===== src/rtl/sparc_exu_ccr_pkg.sv =====
// Shared types and helpers for the EXU per-thread CCR write-port scheduler.
package sparc_exu_ccr_pkg;

    localparam int NTHR  = 4;
    localparam int CCR_W = 8;

    typedef enum logic [1:0] {
        SRC_ALU = 2'd0,
        SRC_DIV = 2'd1,
        SRC_TLU = 2'd2
    } ccr_src_e;

    function automatic logic [NTHR-1:0] tid_dec(input logic [1:0] tid);
        logic [NTHR-1:0] onehot;
        onehot      = '0;
        onehot[tid] = 1'b1;
        return onehot;
    endfunction

endpackage


===== src/rtl/sparc_exu_rr4_pick.sv =====
// 4-way round-robin first-set finder: first asserted req at or after ptr (mod 4).
module sparc_exu_rr4_pick
    import sparc_exu_ccr_pkg::*;
(
    input  logic [NTHR-1:0] req,
    input  logic [1:0]      ptr,
    output logic [NTHR-1:0] gnt,
    output logic [1:0]      gnt_tid
);

    logic [1:0] idx;

    // Walk from farthest to nearest so the slot closest to ptr is the last writer.
    always_comb begin
        gnt     = '0;
        gnt_tid = '0;
        idx     = '0;
        for (int i = NTHR - 1; i >= 0; i--) begin
            idx = ptr + 2'(i);
            if (req[idx]) begin
                gnt     = tid_dec(idx);
                gnt_tid = idx;
            end
        end
    end

endmodule


===== src/rtl/sparc_exu_ccrwr_sched.sv =====
// Shares the single CCR write port among TLU restore, divider and ALU writers,
// parking losers per thread and draining them round-robin with starvation relief.
module sparc_exu_ccrwr_sched
    import sparc_exu_ccr_pkg::*;
#(
    parameter int STARVE_MAX = 7,
    parameter int CNT_W      = 3
) (
    input  logic             clk,
    input  logic             arst_l,
    input  logic             alu_wr_vld_w,
    input  logic [1:0]       alu_wr_tid_w,
    input  logic [CCR_W-1:0] alu_wr_data_w,
    input  logic             div_wr_vld_w2,
    input  logic [1:0]       div_wr_tid_w2,
    input  logic [CCR_W-1:0] div_wr_data_w2,
    input  logic             tlu_wr_vld,
    input  logic [1:0]       tlu_wr_tid,
    input  logic [CCR_W-1:0] tlu_wr_data,
    input  logic [1:0]       tid_d,
    output logic [NTHR-1:0]  ccr_wen,
    output logic [CCR_W-1:0] ccr_wdata,
    output logic [NTHR-1:0]  pend_vld,
    output logic             ccr_stall_d
);

    logic [CCR_W-1:0] pend_data [NTHR];
    logic [1:0]       rr_ptr;
    logic [CNT_W-1:0] starve_cnt;

    logic             div_surv, alu_surv, any_new;
    logic [NTHR-1:0]  new_mask, drain_req, pick_gnt;
    logic [1:0]       pick_tid;
    logic             force_drain, drain;
    ccr_src_e         grant_src;

    logic [NTHR-1:0]  wen_nxt;
    logic [CCR_W-1:0] wdata_nxt;
    logic [NTHR-1:0]  pend_vld_nxt;
    logic [CCR_W-1:0] pend_data_nxt [NTHR];
    logic [1:0]       rr_ptr_nxt;
    logic [CNT_W-1:0] starve_cnt_nxt;

    // A lower-priority writer to the same thread is older and simply dropped.
    assign div_surv = div_wr_vld_w2 && !(tlu_wr_vld && (tlu_wr_tid == div_wr_tid_w2));
    assign alu_surv = alu_wr_vld_w
                      && !(tlu_wr_vld && (tlu_wr_tid == alu_wr_tid_w))
                      && !(div_wr_vld_w2 && (div_wr_tid_w2 == alu_wr_tid_w));
    assign any_new  = tlu_wr_vld | div_surv | alu_surv;

    assign new_mask = (tlu_wr_vld ? tid_dec(tlu_wr_tid)    : '0)
                    | (div_surv   ? tid_dec(div_wr_tid_w2) : '0)
                    | (alu_surv   ? tid_dec(alu_wr_tid_w)  : '0);

    // With no new requests this equals pend_vld, so one picker serves both drain kinds.
    assign drain_req   = pend_vld & ~new_mask;
    assign force_drain = (starve_cnt == CNT_W'(STARVE_MAX)) && (|drain_req);
    assign drain       = force_drain || (!any_new && (|pend_vld));

    sparc_exu_rr4_pick u_pick (
        .req     (drain_req),
        .ptr     (rr_ptr),
        .gnt     (pick_gnt),
        .gnt_tid (pick_tid)
    );

    always_comb begin
        wen_nxt       = '0;
        wdata_nxt     = ccr_wdata;
        pend_vld_nxt  = pend_vld;
        pend_data_nxt = pend_data;
        grant_src     = tlu_wr_vld ? SRC_TLU : (div_surv ? SRC_DIV : SRC_ALU);

        if (drain) begin
            wen_nxt                = pick_gnt;
            wdata_nxt              = pend_data[pick_tid];
            pend_vld_nxt[pick_tid] = 1'b0;
        end

        if (tlu_wr_vld) begin
            if (!drain && grant_src == SRC_TLU) begin
                wen_nxt                  = tid_dec(tlu_wr_tid);
                wdata_nxt                = tlu_wr_data;
                pend_vld_nxt[tlu_wr_tid] = 1'b0;
            end else begin
                pend_vld_nxt[tlu_wr_tid]  = 1'b1;
                pend_data_nxt[tlu_wr_tid] = tlu_wr_data;
            end
        end

        if (div_surv) begin
            if (!drain && grant_src == SRC_DIV) begin
                wen_nxt                     = tid_dec(div_wr_tid_w2);
                wdata_nxt                   = div_wr_data_w2;
                pend_vld_nxt[div_wr_tid_w2] = 1'b0;
            end else begin
                pend_vld_nxt[div_wr_tid_w2]  = 1'b1;
                pend_data_nxt[div_wr_tid_w2] = div_wr_data_w2;
            end
        end

        if (alu_surv) begin
            if (!drain && grant_src == SRC_ALU) begin
                wen_nxt                    = tid_dec(alu_wr_tid_w);
                wdata_nxt                  = alu_wr_data_w;
                pend_vld_nxt[alu_wr_tid_w] = 1'b0;
            end else begin
                pend_vld_nxt[alu_wr_tid_w]  = 1'b1;
                pend_data_nxt[alu_wr_tid_w] = alu_wr_data_w;
            end
        end

        rr_ptr_nxt = drain ? (pick_tid + 2'd1) : rr_ptr;

        if (drain || (pend_vld == '0))
            starve_cnt_nxt = '0;
        else if (starve_cnt != CNT_W'(STARVE_MAX))
            starve_cnt_nxt = starve_cnt + CNT_W'(1);
        else
            starve_cnt_nxt = starve_cnt;
    end

    always_ff @(posedge clk or negedge arst_l) begin
        if (!arst_l) begin
            ccr_wen    <= '0;
            ccr_wdata  <= '0;
            pend_vld   <= '0;
            rr_ptr     <= '0;
            starve_cnt <= '0;
            for (int t = 0; t < NTHR; t++)
                pend_data[t] <= '0;
        end else begin
            ccr_wen    <= wen_nxt;
            ccr_wdata  <= wdata_nxt;
            pend_vld   <= pend_vld_nxt;
            rr_ptr     <= rr_ptr_nxt;
            starve_cnt <= starve_cnt_nxt;
            for (int t = 0; t < NTHR; t++)
                pend_data[t] <= pend_data_nxt[t];
        end
    end

    assign ccr_stall_d = pend_vld[tid_d] | ccr_wen[tid_d];

endmodule


===== config.mk =====
export PLATFORM = sky130hd
export DESIGN_NAME = sparc_exu_ccrwr_sched
export DESIGN_NICKNAME = d
export VERILOG_FILES = /design/src/rtl/sparc_exu_ccr_pkg.sv /design/src/rtl/sparc_exu_rr4_pick.sv /design/src/rtl/sparc_exu_ccrwr_sched.sv
export SDC_FILE = /design/constraint.sdc
export NUM_CORES = 1
export LEC_CHECK = 0
export ABC_AREA = 1
export CAP_MARGIN = 40
export CORE_MARGIN = 2
export CORE_UTILIZATION = 58
export CTS_BUF_LIST = sky130_fd_sc_hd__clkbuf_4 sky130_fd_sc_hd__clkbuf_8 sky130_fd_sc_hd__clkbuf_16
export CTS_CLUSTER_SIZE = 24
export DETAILED_ROUTE_END_ITERATION = 7
export DONT_BUFFER_PORTS = 1
export PLACE_DENSITY = 0.82
export RECOVER_POWER = 50
export SYNTH_ARGS = -nofsm -noshare
export SYNTH_HDL_FRONTEND = slang
export SYNTH_SLANG_ARGS = --single-unit

===== constraint.sdc =====
create_clock -name clk -period 2.3 [get_ports clk]
set_input_delay 0.46 -clock clk [delete_from_list [all_inputs] [get_ports clk]]
set_output_delay 0.46 -clock clk [all_outputs]
set_load 0.02 [all_outputs]

==> results of run 1 <==
-- per-layer routing --
layer	part of all wire [%]	global-route usage, %
met1	38	41.6
met2	49	59.9
met3	8.3	6.79
met4	4.3	17.8
met5	0	0
-- registers in the layout, summed over array words and instances, names as in the netlist --
signal	cells
pend_data	32
pend_vld	4
ccr_wdata	8
ccr_wen	4
starve_cnt	3
rr_ptr	2
-- timing repair --
item                                    in CTS  in global routing
hold endpoints to repair                    53                  1
setup buffers                                0                  4
hold buffers                                 1                  1
resized for setup                            0                 40
endpoints found under the setup margin       0                 47
-- power breakdown --
group | internal (W) | total (W) | switching, W
Combinational | 0.00159 | 0.00385 | 0.00226
Clock | 0.000323 | 0.000665 | 0.000342
Sequential | 0.00127 | 0.00160 | 0.000327
-- cells in the mapped netlist --
library cell,number
sky130_fd_sc_hd__nand2_1,212
sky130_fd_sc_hd__inv_1,85
sky130_fd_sc_hd__o21ai_0,60
sky130_fd_sc_hd__dfrtp_1,53
sky130_fd_sc_hd__nand3_1,52
sky130_fd_sc_hd__nor2_1,49
sky130_fd_sc_hd__o21ai_1,27
sky130_fd_sc_hd__o211ai_1,17
sky130_fd_sc_hd__a21oi_1,14
sky130_fd_sc_hd__a31oi_1,11
sky130_fd_sc_hd__nand2_2,11
sky130_fd_sc_hd__buf_2,10
sky130_fd_sc_hd__inv_2,7
sky130_fd_sc_hd__ha_1,6
sky130_fd_sc_hd__nand4_1,6
sky130_fd_sc_hd__clkbuf_1,4
sky130_fd_sc_hd__nand3_2,4
sky130_fd_sc_hd__o21bai_1,3
sky130_fd_sc_hd__o221ai_1,3
sky130_fd_sc_hd__buf_4,2
sky130_fd_sc_hd__mux2i_1,2
sky130_fd_sc_hd__nand2_4,2
sky130_fd_sc_hd__nor3_1,2
sky130_fd_sc_hd__o22ai_1,2
sky130_fd_sc_hd__a21boi_1,1
sky130_fd_sc_hd__a21oi_2,1
sky130_fd_sc_hd__a22oi_1,1
sky130_fd_sc_hd__buf_1,1
sky130_fd_sc_hd__clkinv_1,1
sky130_fd_sc_hd__nor2_2,1
sky130_fd_sc_hd__nor3_2,1
sky130_fd_sc_hd__o2111ai_1,1
sky130_fd_sc_hd__o31ai_1,1
sky130_fd_sc_hd__xor2_1,1
-- area by class of cell --
cell class	count	area share, %
Timing Repair Buffer	77	13.0
Multi-Input combinational cell	491	49.0
Tap cell	96	2.39
Sequential cell	53	26.4
Inverter	93	7.09
Clock inverter	2	0.771
Clock buffer	5	1.37
-- how the worst min path moves through the flow --
stage	start	end	slack (ns)
floorplan	arst_l	ccr_wdata[0]	0.16
global placement	arst_l	pend_vld[1]	0.17
detailed placement	arst_l	ccr_wen[1]	0.17
CTS	arst_l	pend_data[28]	0.004
global route	alu_wr_data_w[6]	pend_data[6]	0.26
finish	alu_wr_data_w[5]	pend_data[29]	0.26
-- kinds of logic (layout without fill, tap and decap cells) --
group / count (synthesis) / count (layout) / share of synthesized area [%]
simple gates: 340 / 340 / 35.0
flops: 53 / 53 / 32.3
compound gates: 142 / 142 / 19.6
xor+xnor: 1 / 1 / 0.214
fa+ha+maj: 6 / 6 / 1.83
mux: 2 / 2 / 0.488
buf+inv: 110 / 177 / 10.6
-- through the flow --
stage	hold slack, ns	cell area, sq um	utilization (%)	std cells
2_1_floorplan	0.164	4100	-	654
3_3_place_gp	0.166	4730	69.3	804
3_5_place_dp	0.166	4730	69.3	804
6_report	0.256	5030	73.6	817
5_1_grt	0.257	5030	73.6	817
4_1_cts	0.00356	4870	71.3	812
==> metrics list, run 1 <==
- After layout, the worst path uses 96.4% of the clock period.
- Once detailed placement completed, the half-perimeter wirelength came to 9.80 mm.
- Antenna diode count: 0
- Initial cell density of the core: 60.0%
- The worst register-to-register path begins at pend_vld[2].
- STA classifies the critical path endpoint as a register.
- For this run the aggregate overflow at the end of global routing stands at 0.
- After the first detailed-routing iteration, the DRC count stood at 369.
* Final net count: 764
- Wire length of the first global-routing pass: 21.1 mm
* CTS Buffer Depth: 2
* Count of standard-cell rows: 30
- Leading cell type in the layout, fill and taps excluded: sky130_fd_sc_hd__nand2_1
* Final setup slack of the worst path: 0.0831 ns
- The die is 88.1 microns wide.
- Fmax achieved: 451 MHz
- Bufs and invs on worst path: 4
- Slew Limit Headroom: 6.04%
- Port-buffer cells: 0
- Clock-pin slew was measured on the worst setup and hold paths at 0.11 ns.
- Share of final-layout standard cells stronger than drive strength 1: 19.0%
- In this run the number of cells on the critical path is 18.
- Number of failing setup endpoints in the final timing report: 0
- The analysis attributes to cell leakage a power of 2.65 nW.
- Post-synthesis instance area: 0.00410 sq mm
- The clock tree synthesis step divided the H-tree into 2 levels.
- Across the run, the number of max-cap violations was 0.
- Root Buffer: sky130_fd_sc_hd__clkbuf_8
- Logic depth of the worst register-to-register path: 19
- Total chip power: 0.00611 W
- IR analysis of the VDD net gives a maximum drop of 0.000572 V.
- The total count of max-transition violations in the final report was 0.
* Synthesized netlist net count: 697
* Clock tree from TritonCTS: yes
- Initial antenna violation count: 0
- For the pin with the worst max-slew slack, the measured transition is 1.41 ns.
- Largest fanout on the critical path: 6
- Tmin final: 2.22 ns
- Die Height: 88.1 microns
- Worst min-delay path class: in -> reg
- Internal reg-to-reg setup slack: 0.18 ns
- The number of global-route vias before repair was 4,531.
- The synthesized design devotes to its leading area cell type 32.3% of total area.
- On the worst path, the slowest cell contributes a delay of 0.28 ns.
- The synthesized design contains 53 register bits.
* CP Cell Sequence: inv_1, a21oi_2, nand3_2, nand4_1, nand3_1, nand2_2, nand2_2, nand2_2, buf_4, inv_2, nand3_1, nand2_1, o21ai_0, nand2_1, o211ai_1, nand2_1, o21ai_1, inv_1
- The most critical setup path has its endpoint at ccr_wen[3].
- Summing the sequential cell areas from Yosys gives 32.3% of the chip area.
* Number of clock buffers inserted by TritonCTS: 5
* Placer congestion estimate: 0.993
- Setup TNS: 0 ns
* Pre-CTS worst setup slack: -0.293 ns
- DR pass1 iterations: 5
- Core box area: 0.00683 sq mm
- Cell count of the worst hold path: 2
- Of all cell types, the one taking the most synthesized area is sky130_fd_sc_hd__dfrtp_1.
- Clock latency at the later pin of the worst-skew pair: 0.32 ns
- Number of routed nets with antenna violations: 0
- STA classifies the critical path startpoint as an input port.
- In this run the critical register-to-register path is captured at pend_vld[2].
- In the routed layout, each cell is associated on average with a via count of 5.76.
- Critical Path AT: 2.43 ns
- Registers take 0.00133 sq mm.
* Vias: 4,709
- The flow ran to the end, and the final reports show no timing, DRC or antenna violations.
- For this run, design rule violations remaining after detail routing come to 0.
* Launching element of the worst setup path: div_wr_tid_w2[1]
- In the final layout, the multi-input gates occupy 0.00246 sq mm.
- After detailed routing, the average wire length per cell comes to 16.4 microns.
- Post-Route WL: 13.4 mm
- Clock sinks: 53
- Cells taking the most area after synthesis: sky130_fd_sc_hd__dfrtp_1, sky130_fd_sc_hd__nand2_1, sky130_fd_sc_hd__inv_1
- Global routing usage summed across all routing layers: 34.9%
- Max Clock Skew: 0.0135 ns
* Layout overhead on the synthesized area: 22.6%
- Warning count from the yosys run: 0
- In this design, the largest share of critical-path delay is due to simple AND/OR/NAND/NOR gates.
- 54 I/O pins were placed.
- The final count of hold timing violations was 0.
- Fillcell total: 571
* Library cells used by synthesis: 34
- The largest individual stage delay along the critical path comes from the cell sky130_fd_sc_hd__nand4_1.
* Maximum number of pins on one net before global-route repair: 54
* Required time of the critical path: 2.52 ns
* Die Footprint: 0.00776 sq mm
- For this design the ratio of total power to cell area is 1220 mW/mm^2.
- Commonest non-fill, non-tap cells in the layout: sky130_fd_sc_hd__nand2_1, sky130_fd_sc_hd__inv_1, sky130_fd_sc_hd__buf_4
- The critical path is of the in -> reg type.
- The average instance in the mapped netlist occupies 6.27 sq um.
- Synthesis produced a netlist whose cell count is 654.
No activity file was read; power rests on OpenSTA's default activity.
==> run 2: changes to the inputs <==
CORE_MARGIN = default   (was 2)
MAX_ROUTING_LAYER = met4   (was default)
SKIP_LAST_GASP = 1   (was default)
==> metrics list, run 2 (synthesis gave the netlist of run 1 again) <==
- The run finished with clean final reports.
* Commonest non-fill, non-tap cells in the layout: sky130_fd_sc_hd__nand2_1, sky130_fd_sc_hd__inv_1, sky130_fd_sc_hd__buf_4
- Summing over every cut layer, the via total after detailed routing is 4,782.
- STA puts the critical path data required time at 2.54 ns.
- Post-detailed-route DRC marker count: 0
* Number of top-level pins: 54
- In this design, the critical path's most frequently occurring cell is sky130_fd_sc_hd__nand2_1.
- Max Clock Skew: 0.00844 ns
- Measured along the y axis, the die boundary spans 86.1 microns.
* Die Footprint: 0.00741 sq mm
- IR drop worst, VDD: 0.000663 V
* Share of final-layout standard cells stronger than drive strength 1: 19.2%
- Row generation in the floorplan step produced 30 rows.
* Final hold violation count: 0
- Net switching is 48.0% of the power.
* Placed wire-length estimate: 10.1 mm
- Initial cell density of the core: 60.4%
- The die is 86.1 microns wide.
* Finished Layout Cells: 829
* Maximum number of pins on one net before global-route repair: 54
* Comb power frac: 63.7%
- Global routing usage summed across all routing layers: 38.9%
- In this run the most critical hold path is launched from alu_wr_data_w[5].
- The count of nets left with antenna violations once routing finished came out at 0.
* Layout Utilization: 74.8%
- CTS placed an instance of sky130_fd_sc_hd__clkbuf_8 at the clock tree root.
- The worst setup path is launched from an input port.
* Register with the most flip-flops: pend_data
- DR pass1 iterations: 5
- Cell leakage power: 2.70 nW
- Wire length of the first global-routing pass: 21.6 mm
- In the final design database the tool counted 776 nets.
- Number of clock buffers inserted by TritonCTS: 5
- Largest registers in the final layout: pend_data (32), ccr_wdata (8)
- CTS Buffer Depth: 2
* Fmax achieved: 456 MHz
- Endpoint of the worst-slack reg-to-reg timing path: ccr_wdata[4]
- The clock network burns 10.7% of the power.
- Largest fanout on the critical path: 8
- From synthesis to final layout, the design area changed by 23.8%.
* CP Capture Type: register
- Number of failing setup endpoints in the final timing report: 0
- Classification of the worst setup path: in -> reg
- Portion of total power attributed to sequential cells: 25.6%
- Transition time at the pin with the least slew margin: 1.46 ns
- Counting instances, the worst hold path has a depth of 2.
- Antenna diode count: 0
- Clock transition at the registers of the reported paths: 0.11 ns
- Dominant delay contributor by cell family on the critical path: simple AND/OR/NAND/NOR gates
* Initial antenna violation count: 0
- For met1 alone, demand over resource in global routing was 43.4%.
- Tmin final: 2.19 ns
* Post-layout instance area: 0.00508 sq mm
- Dividing total power by cell area gives a power density of 1230 mW/mm^2.
* Slew Limit Headroom: 2.98%
- The H-tree was split into 2 levels.
- Critical Path AT: 2.43 ns
* Logic depth of the worst register-to-register path: 14
- Routability-driven placement finished with a final weighted congestion of 0.963.
* Core box area: 0.00679 sq mm
* Portion of the clock cycle consumed by the worst path in the final layout: 95.4%
- Number of cells after detailed placement: 813
- Worst Hold Path EP: pend_data[29]
* Number of max-slew violations in the final report: 0
* Sw power: 0.00300 W
* Clock tree from TritonCTS: yes
- At the later pin of the worst-skew pair, clock insertion delay measures 0.32 ns.
* Worst path max stage delay: 0.23 ns
- Power comes to 0.00626 W.
- Max cap viols: 0
- Post-detailed-route via-to-cell ratio: 5.77
- Port-buffer cells: 0
- The signal on the critical path passes through inv_1, nand2_1, nand2_1, nand3_2, nand4_1, inv_1, o22ai_1, o21ai_1, nand2_2, inv_2, nand2_2, inv_2, buf_4, nand2_1, o21ai_0, nor2_1, a21oi_1.
- Count of routing violations after the opening detailed-route iteration: 366
- The tree built by TritonCTS fans out to 53 sinks.
- After global routing the overflow that remains totals 0.
- GR Layer Usage met2: 66.0%
- After detailed routing, the average wire length per cell comes to 16.7 microns.
- Number of flip-flops under the largest register name: 32
- In this run the cell area measured after placement is 0.00480 sq mm.
- Global routing consumed, on the met3 layer, 7.31% of the routing resources.
* Internal reg-to-reg setup slack: 0.13 ns
- The number of global-route vias before repair was 4,635.
- Setup repair after global routing could not meet its margin everywhere.
- After global routing, the most crowded layer is met2.
- In this run the critical register-to-register path is launched from rr_ptr[0].
* Worst min-delay path class: in -> reg
- Post-Route WL: 13.8 mm
* Crit path max-delay cell type: sky130_fd_sc_hd__nand4_1
* Internal Pwr Total: 0.00325 W
- Counting both buffers and inverters, the worst setup path holds a total of 5.
* Leading cell type in the layout, fill and taps excluded: sky130_fd_sc_hd__nand2_1
-- run 2: layout make-up --
class | count | area [sq um]
Clock buffer | 5 | 68.8
Multi-Input combinational cell | 491 | 2430
Clock inverter | 2 | 38.8
Inverter | 93 | 360
Sequential cell | 53 | 1330
Timing Repair Buffer | 89 | 738
Fill cell | 552 | 1720
Tap cell | 96 | 120
-- run 2: power by group through the flow --
stage / clock (W) / combinational (W) / sequential, W
after CTS: 0.000669 / 0.00366 / 0.00159
final: 0.000670 / 0.00399 / 0.00160
after floorplan: 0 / 0.00230 / 0.00159
after global placement: 0 / 0.00350 / 0.00159
after detailed placement: 0 / 0.00361 / 0.00161
after global routing: 0.000709 / 0.00443 / 0.00162
-- run 2: timing repair --
action	in CTS	in global routing
gates resized for setup	0	32
hold buffers	1	1
endpoints found under the hold margin	53	10
endpoints found under the setup margin	0	46
setup buffers	0	7
-- run 2: worst reg2reg max path: stages (launching register included) --
cell and delay (ns):
sky130_fd_sc_hd__dfrtp_1 0.39, sky130_fd_sc_hd__inv_1 0.07, sky130_fd_sc_hd__ha_1 0.36, sky130_fd_sc_hd__inv_1 0.15, sky130_fd_sc_hd__nand3_1 0.09, sky130_fd_sc_hd__nand2_1 0.12, sky130_fd_sc_hd__nand2_1 0.07, sky130_fd_sc_hd__nand2_1 0.09
sky130_fd_sc_hd__nand2_4 0.08, sky130_fd_sc_hd__buf_4 0.17, sky130_fd_sc_hd__nand3_1 0.08, sky130_fd_sc_hd__nand3_1 0.15, sky130_fd_sc_hd__nand3_1 0.12, sky130_fd_sc_hd__nand2_1 0.06, sky130_fd_sc_hd__a21oi_1 0.12
-- run 2: how the worst max path moves through the flow --
stage | slack [ns] | endpoint | start | cells after the start
global placement | -0.24 | pend_data[29] | alu_wr_tid_w[1] | 15
floorplan | 0.03 | pend_vld[3] | tlu_wr_tid[1] | 23
finish | 0.11 | ccr_wdata[5] | alu_wr_tid_w[0] | 17
detailed placement | -0.25 | pend_data[29] | alu_wr_tid_w[0] | 16
CTS | 0.06 | pend_data[29] | alu_wr_tid_w[0] | 16
global route | -0.07 | pend_vld[3] | alu_wr_tid_w[0] | 19
-- run 2: stage by stage --
| stage | setup TNS [ns] | worst slack, ns | hold WS [ns] |
|---|---|---|---|
| global placement | -9.32 | -0.245 | 0.166 |
| CTS | 0 | 0.0552 | 0.00508 |
| detailed placement | -8.88 | -0.250 | 0.166 |
| finish | 0 | 0.106 | 0.247 |
| global route | -0.503 | -0.0686 | 0.250 |
| floorplan | 0 | 0.0254 | 0.164 |
-- run 2: routing by layer --
layer / wire [microns] / vias to the layer above
met2: 6830 / 260
met4: 632 / 0
met3: 1210 / 49
met1: 5150 / 2186
met5: 0 / -
li1: - / 2287
